<file path="src/rtl/pc_ctrl_pkg.sv">
// pc_ctrl_pkg: shared encodings for the program-counter controller.
//   cmp_e   : compare code produced by the branch comparator (EQ/LT/GT).
//   br_op_e : conditional-branch opcode driven by the decoder.
//   branch_offset() : sign-extended word offset converted to a byte offset.
//   is_branch()     : true for every defined conditional-branch opcode.
package pc_ctrl_pkg;

    typedef enum logic [1:0] {
        CMP_EQ = 2'd0,
        CMP_LT = 2'd1,
        CMP_GT = 2'd2
    } cmp_e;

    // Code 3'd7 is unassigned and behaves exactly like BR_NONE.
    typedef enum logic [2:0] {
        BR_NONE = 3'd0,
        BR_BEQ  = 3'd1,
        BR_BNE  = 3'd2,
        BR_BLT  = 3'd3,
        BR_BGE  = 3'd4,
        BR_BGT  = 3'd5,
        BR_BLE  = 3'd6
    } br_op_e;

    function automatic logic [31:0] branch_offset(input logic [15:0] imm);
        return {{14{imm[15]}}, imm, 2'b00};
    endfunction

    function automatic logic is_branch(input logic [2:0] op);
        return (op >= BR_BEQ) && (op <= BR_BLE);
    endfunction

endpackage

</file>
<file path="src/rtl/pc_ctrl_br_decide.sv">
// br_decide: decides whether a conditional branch is taken.
//   branch [1:0] : compare code (cmp_e) from the branch comparator
//   br_op  [2:0] : branch opcode (br_op_e); undefined codes never take
//   taken        : 1 when the branch condition holds
module br_decide
    import pc_ctrl_pkg::*;
(
    input  logic [1:0] branch,
    input  logic [2:0] br_op,
    output logic       taken
);

    logic is_eq;
    logic is_lt;
    logic is_gt;

    assign is_eq = (branch == CMP_EQ);
    assign is_lt = (branch == CMP_LT);
    assign is_gt = (branch == CMP_GT);

    // NOTE: a default assignment ahead of the case keeps this purely
    // combinational; any path that skipped 'taken' would infer a latch.
    always_comb begin
        taken = 1'b0;
        case (br_op)
            BR_BEQ:  taken = is_eq;
            BR_BNE:  taken = !is_eq;
            BR_BLT:  taken = is_lt;
            BR_BGE:  taken = is_gt || is_eq;
            BR_BGT:  taken = is_gt;
            BR_BLE:  taken = is_lt || is_eq;
            default: taken = 1'b0;
        endcase
    end

endmodule

</file>
<file path="src/rtl/pc_ctrl.sv">
// pc_ctrl: program-counter register with branch/jump/jr target selection.
//   clk, rst      : single clock, asynchronous active-high reset
//   stall         : freezes pc, redirect, align_err (and counters)
//   branch, br_op : compare code and branch opcode, decoded by br_decide
//   jump, imm26   : J-type jump and its word index
//   jr, rs_val    : register-indirect jump and its byte target
//   imm16         : branch offset in words
//   pc            : current PC register
//   pc_plus4      : combinational pc+4 (link value)
//   redirect      : 1 for the cycle after a non-sequential PC load
//   align_err     : sticky flag, set by a misaligned jr target
// Optional feature, macro BRANCH_STATS_EN: adds br_cnt (branches seen)
// and taken_cnt (branches taken and selected), both wrapping 32-bit.
module pc_ctrl
    import pc_ctrl_pkg::*;
#(
    parameter logic [31:0] RESET_PC = 32'h0000_0000
) (
    input  logic        clk,
    input  logic        rst,
    input  logic        stall,
    input  logic [1:0]  branch,
    input  logic [2:0]  br_op,
    input  logic        jump,
    input  logic        jr,
    input  logic [15:0] imm16,
    input  logic [25:0] imm26,
    input  logic [31:0] rs_val,
    output logic [31:0] pc,
    output logic [31:0] pc_plus4,
    output logic        redirect,
    output logic        align_err
`ifdef BRANCH_STATS_EN
    ,
    output logic [31:0] br_cnt,
    output logic [31:0] taken_cnt
`endif
);

    logic [31:0] pc_q, pc_d;
    logic        redirect_q, redirect_d;
    logic        align_err_q, align_err_d;

    logic        taken;
    logic [31:0] br_target;
    logic [31:0] j_target;

    br_decide u_br_decide (
        .branch (branch),
        .br_op  (br_op),
        .taken  (taken)
    );

    // Adders wrap naturally modulo 2^32, covering pc wrap and branch wrap.
    assign pc_plus4  = pc_q + 32'd4;
    assign br_target = pc_plus4 + branch_offset(imm16);
    assign j_target  = {pc_plus4[31:28], imm26, 2'b00};

    always_comb begin
        pc_d        = pc_q;
        redirect_d  = redirect_q;
        align_err_d = align_err_q;
        if (!stall) begin
            pc_d       = pc_plus4;
            redirect_d = 1'b0;
            if (jr) begin
                // A misaligned jr still wins priority but degrades to a
                // sequential step, so neither jump nor branch is taken.
                if (rs_val[1:0] != 2'b00) begin
                    align_err_d = 1'b1;
                end else begin
                    pc_d       = rs_val;
                    redirect_d = 1'b1;
                end
            end else if (jump) begin
                pc_d       = j_target;
                redirect_d = 1'b1;
            end else if (taken) begin
                pc_d       = br_target;
                redirect_d = 1'b1;
            end
        end
    end

    // NOTE: sequential state uses non-blocking assignments so every flop
    // samples its pre-edge inputs regardless of statement order.
    always_ff @(posedge clk or posedge rst) begin
        if (rst) begin
            pc_q        <= RESET_PC;
            redirect_q  <= 1'b0;
            align_err_q <= 1'b0;
        end else begin
            pc_q        <= pc_d;
            redirect_q  <= redirect_d;
            align_err_q <= align_err_d;
        end
    end

    assign pc        = pc_q;
    assign redirect  = redirect_q;
    assign align_err = align_err_q;

`ifdef BRANCH_STATS_EN
    logic [31:0] br_cnt_q, br_cnt_d;
    logic [31:0] taken_cnt_q, taken_cnt_d;

    always_comb begin
        br_cnt_d    = br_cnt_q;
        taken_cnt_d = taken_cnt_q;
        if (!stall && is_branch(br_op)) begin
            br_cnt_d = br_cnt_q + 32'd1;
            // Counted only when the branch actually steers the PC.
            if (taken && !jr && !jump) begin
                taken_cnt_d = taken_cnt_q + 32'd1;
            end
        end
    end

    always_ff @(posedge clk or posedge rst) begin
        if (rst) begin
            br_cnt_q    <= 32'd0;
            taken_cnt_q <= 32'd0;
        end else begin
            br_cnt_q    <= br_cnt_d;
            taken_cnt_q <= taken_cnt_d;
        end
    end

    assign br_cnt    = br_cnt_q;
    assign taken_cnt = taken_cnt_q;
`endif

endmodule
</file>
<file path="config.mk">
export PLATFORM = sky130hd
export DESIGN_NAME = pc_ctrl
export DESIGN_NICKNAME = d
export VERILOG_FILES = /design/src/rtl/pc_ctrl_pkg.sv /design/src/rtl/pc_ctrl_br_decide.sv /design/src/rtl/pc_ctrl.sv
export SDC_FILE = /design/constraint.sdc
export NUM_CORES = 1
export LEC_CHECK = 0
export ABC_AREA = 1
export BUFFER_PORTS_ARGS = -buffer_cell sky130_fd_sc_hd__buf_2
export CORE_ASPECT_RATIO = 1.2
export CORE_MARGIN = 10
export CORE_UTILIZATION = 50
export DETAILED_ROUTE_END_ITERATION = 10
export PLACE_DENSITY = 0.81
export SLEW_MARGIN = 20
export SYNTH_ARGS = -nofsm -noshare
export SYNTH_HDL_FRONTEND = slang
export SYNTH_HIERARCHICAL = 1
export SYNTH_SLANG_ARGS = --single-unit
</file>
<file path="constraint.sdc">
create_clock -name clk -period 3.3 [get_ports clk]
set_input_delay 0.66 -clock clk [delete_from_list [all_inputs] [get_ports clk]]
set_output_delay 0.66 -clock clk [all_outputs]
set_load 0.005 [all_outputs]
</file>
# Word level (Yosys, flattened, before mapping)

Cells that the tools add are included.

Flip-flop bits (word level): 34
Logic and storage cells: 29

$add $sub $neg: 2
Equality and inequality tests: 8
Mux-type cells: 9
Bitwise gates (word level): 1
Reductions and logical operators: 6

Operators by type and width:

| kind                                                                   | number |
|---|---|
| 32-bit two-way mux                                                     | 4 |
| 32-bit by 3-bit adder with 32-bit output (second input constant)       | 1 |
| 32-bit adder                                                           | 1 |
| 3-bit equality test (second input constant)                            | 3 |
| 3-bit by 2-bit equality test with 1-bit output (second input constant) | 2 |
| 1-bit case mux with 6 select lines                                     | 1 |
| 1-bit two-way mux                                                      | 4 |
| 3-bit by 1-bit equality test with 1-bit output (second input constant) | 1 |
| 3-bit AND reduction                                                    | 1 |
| 2-bit by 1-bit equality test with 1-bit output (second input constant) | 1 |
| 2-bit equality test (second input constant)                            | 1 |
| 2-bit logical NOT                                                      | 1 |
| 1-bit logical OR                                                       | 2 |
| 2-bit nonzero test                                                     | 1 |
| 1-bit logical NOT                                                      | 1 |
| 1-bit inverter                                                         | 1 |

# Longest topological paths before layout

Word-level depth: 6
Depth in mapped cells: 23
Gate-level depth less buffers: 23

# Modules after synthesis

Netlist, hierarchy kept.

By module, submodules not included:

| module    | times used | cells each | area each (µm²) | sequential area each (µm²) |
|---|---|---|---|---|
| pc_ctrl   | 1          | 1038       | 5738.0          | 850.8 |
| br_decide | 1          | 15         | 61.3            | 0.0 |

# Worst setup path after synthesis

No wires, ideal clock.

Kind: flip-flop to flip-flop
From: reg pc_q[2], in the netlist pc[2]
To: reg pc_q[14], in the netlist pc[14]
Arrival: 2.647 ns
Required time: 3.182 ns
Slack: 0.535 ns
Stages on the path, launching flop included: 18
Buffers on the path: 0
Period minus slack after synthesis: 2.765 ns
Cells stage by stage: dfrtp_1 > ha_1 > nand2_4 > nor3_4 > xor2_1 > inv_1 > ha_1 > nand2_1 > nor2_1 > nand3_1 > nand2_1 > nand2_1 > nand2_1 > a21oi_1 > o21ai_0 > nand2_1 > a21oi_1 > nor2_1

Longest elaborated chain between the ends: 5
Elaborated cells between the ends (all ways): 6

RTL lines:

| what                                     | RTL line      | source |
|---|---|---|
| start: declaration                       | pc_ctrl.sv:40 | `logic [31:0] pc_q, pc_d;` |
| start signal: assignment                 | pc_ctrl.sv:93 | `pc_q <= pc_d;` |
| 32-bit by 3-bit adder with 32-bit output | pc_ctrl.sv:55 | `assign pc_plus4 = pc_q + 32'd4;` |
| net pc_plus4[8]                          | pc_ctrl.sv:30 | `output logic [31:0] pc_plus4,` |
| 32-bit adder                             | pc_ctrl.sv:56 | `assign br_target = pc_plus4 + branch_offset(imm16);` |
| 32-bit two-way mux                       | pc_ctrl.sv:78 | `end else if (taken) begin` |
| 32-bit two-way mux                       | pc_ctrl.sv:75 | `end else if (jump) begin` |
| 32-bit two-way mux                       | pc_ctrl.sv:66 | `if (jr) begin` |

The timed path passes the listed nets, and every way through them passes these cells.
A chain may end at the register's enable or synchronous reset.

# Worst setup path after layout

From: reg pc_q[12], in the netlist pc[12]
To: reg pc_q[30], in the netlist pc[30]

Longest elaborated chain between the ends: 5
Elaborated cells between the ends (all ways): 6

RTL lines:

| what                                       | RTL line |
|---|---|
| 32-bit by 3-bit adder with 32-bit output * | pc_ctrl.sv:55 |
| 32-bit adder                               | pc_ctrl.sv:56 |
| 32-bit two-way mux                         | pc_ctrl.sv:78 |
| 32-bit two-way mux                         | pc_ctrl.sv:75 |
| 32-bit two-way mux *                       | pc_ctrl.sv:66 |

Every way passes the cells marked *; elsewhere a longest branch is shown, timed or not.

==> results.md <==
- DRT Pass-1 Iters: 6
- Clk Latency, worst-skew pair: 0.29 ns
- Worst VDD drop: 0.243 mV
- Die height: 138 um
- Fin crit share: 0.965
- Clk buf depth: 2
- Max Freq: about 310 MHz
- Finished Core Util: 0.633
- Commonest non-fill, non-tap cell in the layout: nand2_1
- FFs w/ async S/R, synth: 1.00
- DP Area: 0.00678 mm^2
- Inst Count DP: 1358
- PortBufs: about 150
- Fin. Hold Viols: 0
- Fin area: 0.00725 mm^2
- Worst Tran Pin Value: between 0.7 and 0.8 ns
- Area delta synth->final: 25.1%
- Cell Count, Final, Fillers Out: around 1400
- Synth unique cells: 50
- Pre-CTS WS: between 0.07 and 0.08 ns
- CTS tree: yes
- Leading area contributor after synthesis: nand2_1
- Leak Pwr: 4.08 nW
- Num CTS Buffers: 5
- Sequential-to-total area share from yosys stat: 0.147
- Initial Util: 0.506
- Outcome: completed
- Total Power: 3.23 mW
- Antenna Nets Post-Route: 0
- IO Pins: 150
- Vias/cell: 5.41
- Total Wirelength: 23200 um
- Worst Path Arrival: 3.40 ns
- Syn_nets: between 1000 and 1500
- Post-synth EDFFs: 0
- Synth Warn #: 6
- Clock H-tree levels: 2
- Largest net degree at the start of global routing: between 40 and 50
- CTS root buffer: clkbuf_16
- All-Layer GR Usage: 0.272
- DP HPWL: roughly 19000 um
- Fin Hold WS: 0.466 ns
- Worst R2R Setup Slack: 0.12 ns
- Worst path required time: 3.51 ns
- Mapped Cells: 1053
- Vias in the first global route: 7127
- Die area: 0.0163 mm^2
- Clock Skew: 0.00349 ns
- Clk sinks: 34
- Slew headroom: 0.474
- Setup ws final: around 0.12 ns
- DR DRC count: 0
- Share of cells above drive strength 1: 0.229
- Fin. max-slew vios: 0
- Shortest period the worst path allows: 3.18 ns
- Row count: 43
- Nets@finish: 1335
- Area share of the largest cell type after synthesis: 0.247
- First-pass GRT wire length: 36100 um
- RSZ-0062 raised after global routing: true
- DR WL/cell: 16.9 um
- Initial antenna violation count: 0
- Setup Total Neg Slack: 0 ns
- Layout fillers: 1149
- Max-cap check violation count: 0
- Antenna diode count: 0
- Iter 0 DRT Violations: 722
- CP max FO: 5
- WS Path Type: register to register
- Clock Pin Slew Worst Setup and Hold Paths: 0.06 ns
- Core area: 0.0115 mm^2
- Min-delay worst type: primary input to asynchronous set/reset pin
- Grt ovf: 0
- Crit start category: register
- Hold Buf Count CTS: 0
- Global placement routability congestion: 1.08
- Synth Register Bits: 34
- Synthesized cell area: 0.00580 mm^2
- Mean post-synth cell area: 5.51 um^2
- Primary FF master, synth: dfrtp_1
- Setup Viol. Count Final: 0
- Crit. End Element: register
- Chip Width: about 120 um
- Via count: about 7400
- Most frequent cells in the layout: nand2_1 (373), inv_1 (185), buf_2 (149)
- Power Dens Cells: 445 mW/mm^2
- Top cells by area, synth: nand2_1 (25%), dfrtp_1 (15%), inv_1 (12%)
[worst paths after layout]
kind,from,to,depth (start not counted)
max in group asynchronous,rst,pc[13],3
max,pc[12],pc[30],18
min,rst,pc[1],3
max reg2reg,pc[12],pc[30],18
min in group clk,redirect,redirect,2
min reg2reg,redirect,redirect,2
[cell usage after synthesis, types with 3 or more instances]
master,n
nand2_1,381
inv_1,185
nor2_1,111
nand3_1,74
a21oi_1,48
ha_1,36
dfrtp_1,34
o21ai_0,22
o211ai_1,19
nand4_1,14
clkbuf_1,11
xor2_1,11
o21bai_1,8
nor2_2,7
buf_2,6
nand2_2,6
nor3_1,6
o21ai_1,6
inv_2,5
nor2_4,5
a21o_1,4
a31oi_1,4
xnor2_1,4
a22oi_1,3
and2_1,3
clkbuf_8,3
nand2_4,3
[routing by layer]
layer,track usage,vias up,share of wire
li1,-,3626,-
met1,0.317,3311,0.37
met2,0.481,410,0.49
met3,0.0346,80,0.093
met4,0.142,0,0.047
met5,0,-,0
[what timing repair did]
| action | 4_1_cts | 5_1_grt |
|---|---|---|
| setup endpoints to repair | 0 | 21 |
| setup buffers | 0 | 6 |
| gates resized for setup | 0 | 56 |
[area by class of cell]
class	instances	area, um^2	share of cell area
clock inverter	2	60.1	0.00828
clock buffer	6	139	0.0191
inverter	191	717	0.0988
sequential	34	861	0.119
timing repair buffer	178	976	0.135
tap	157	196	0.0271
multi-input combinational	804	4310	0.593
[where the power goes]
part,switching [mW],internal (mW)
Combinational,1.26,0.722
Sequential,0.117,0.484
Clock,0.190,0.454
Total,1.57,1.66
[logic make-up (layout without fill, tap and decap cells)]
family	after synthesis	count (layout)	share of synthesized area
DFF	34	34	0.147
buffers and inverters	215	377	0.150
adders and majority gates	37	37	0.0811
xor gates and xnor gates	16	16	0.0255
AOI/OAI and AO/OA	130	130	0.139
and+or+nand+nor	621	621	0.458
[registers in the layout (all words and copies together), names as in the netlist]
| signal | count |
|---|---|
| redirect | 1 |
| align_err | 1 |
| pc | 32 |
[critical path: stages, from the launching register on]
cell and delay (ns):
dfrtp_2 0.44, nand2_1 0.15, nor2_2 0.20, nand3_1 0.19, nor2_4 0.18, nand2_1 0.11, xor2_2 0.27, inv_1 0.10
ha_1 0.38, nand2_1 0.10, nor2_1 0.16, nand2_1 0.13, nor3_1 0.14, nand2_1 0.13, nand2_1 0.09, nand2_1 0.04
nand3_1 0.07, nand2_1 0.08, a21oi_1 0.13
(Power assumes the default switching activity.)
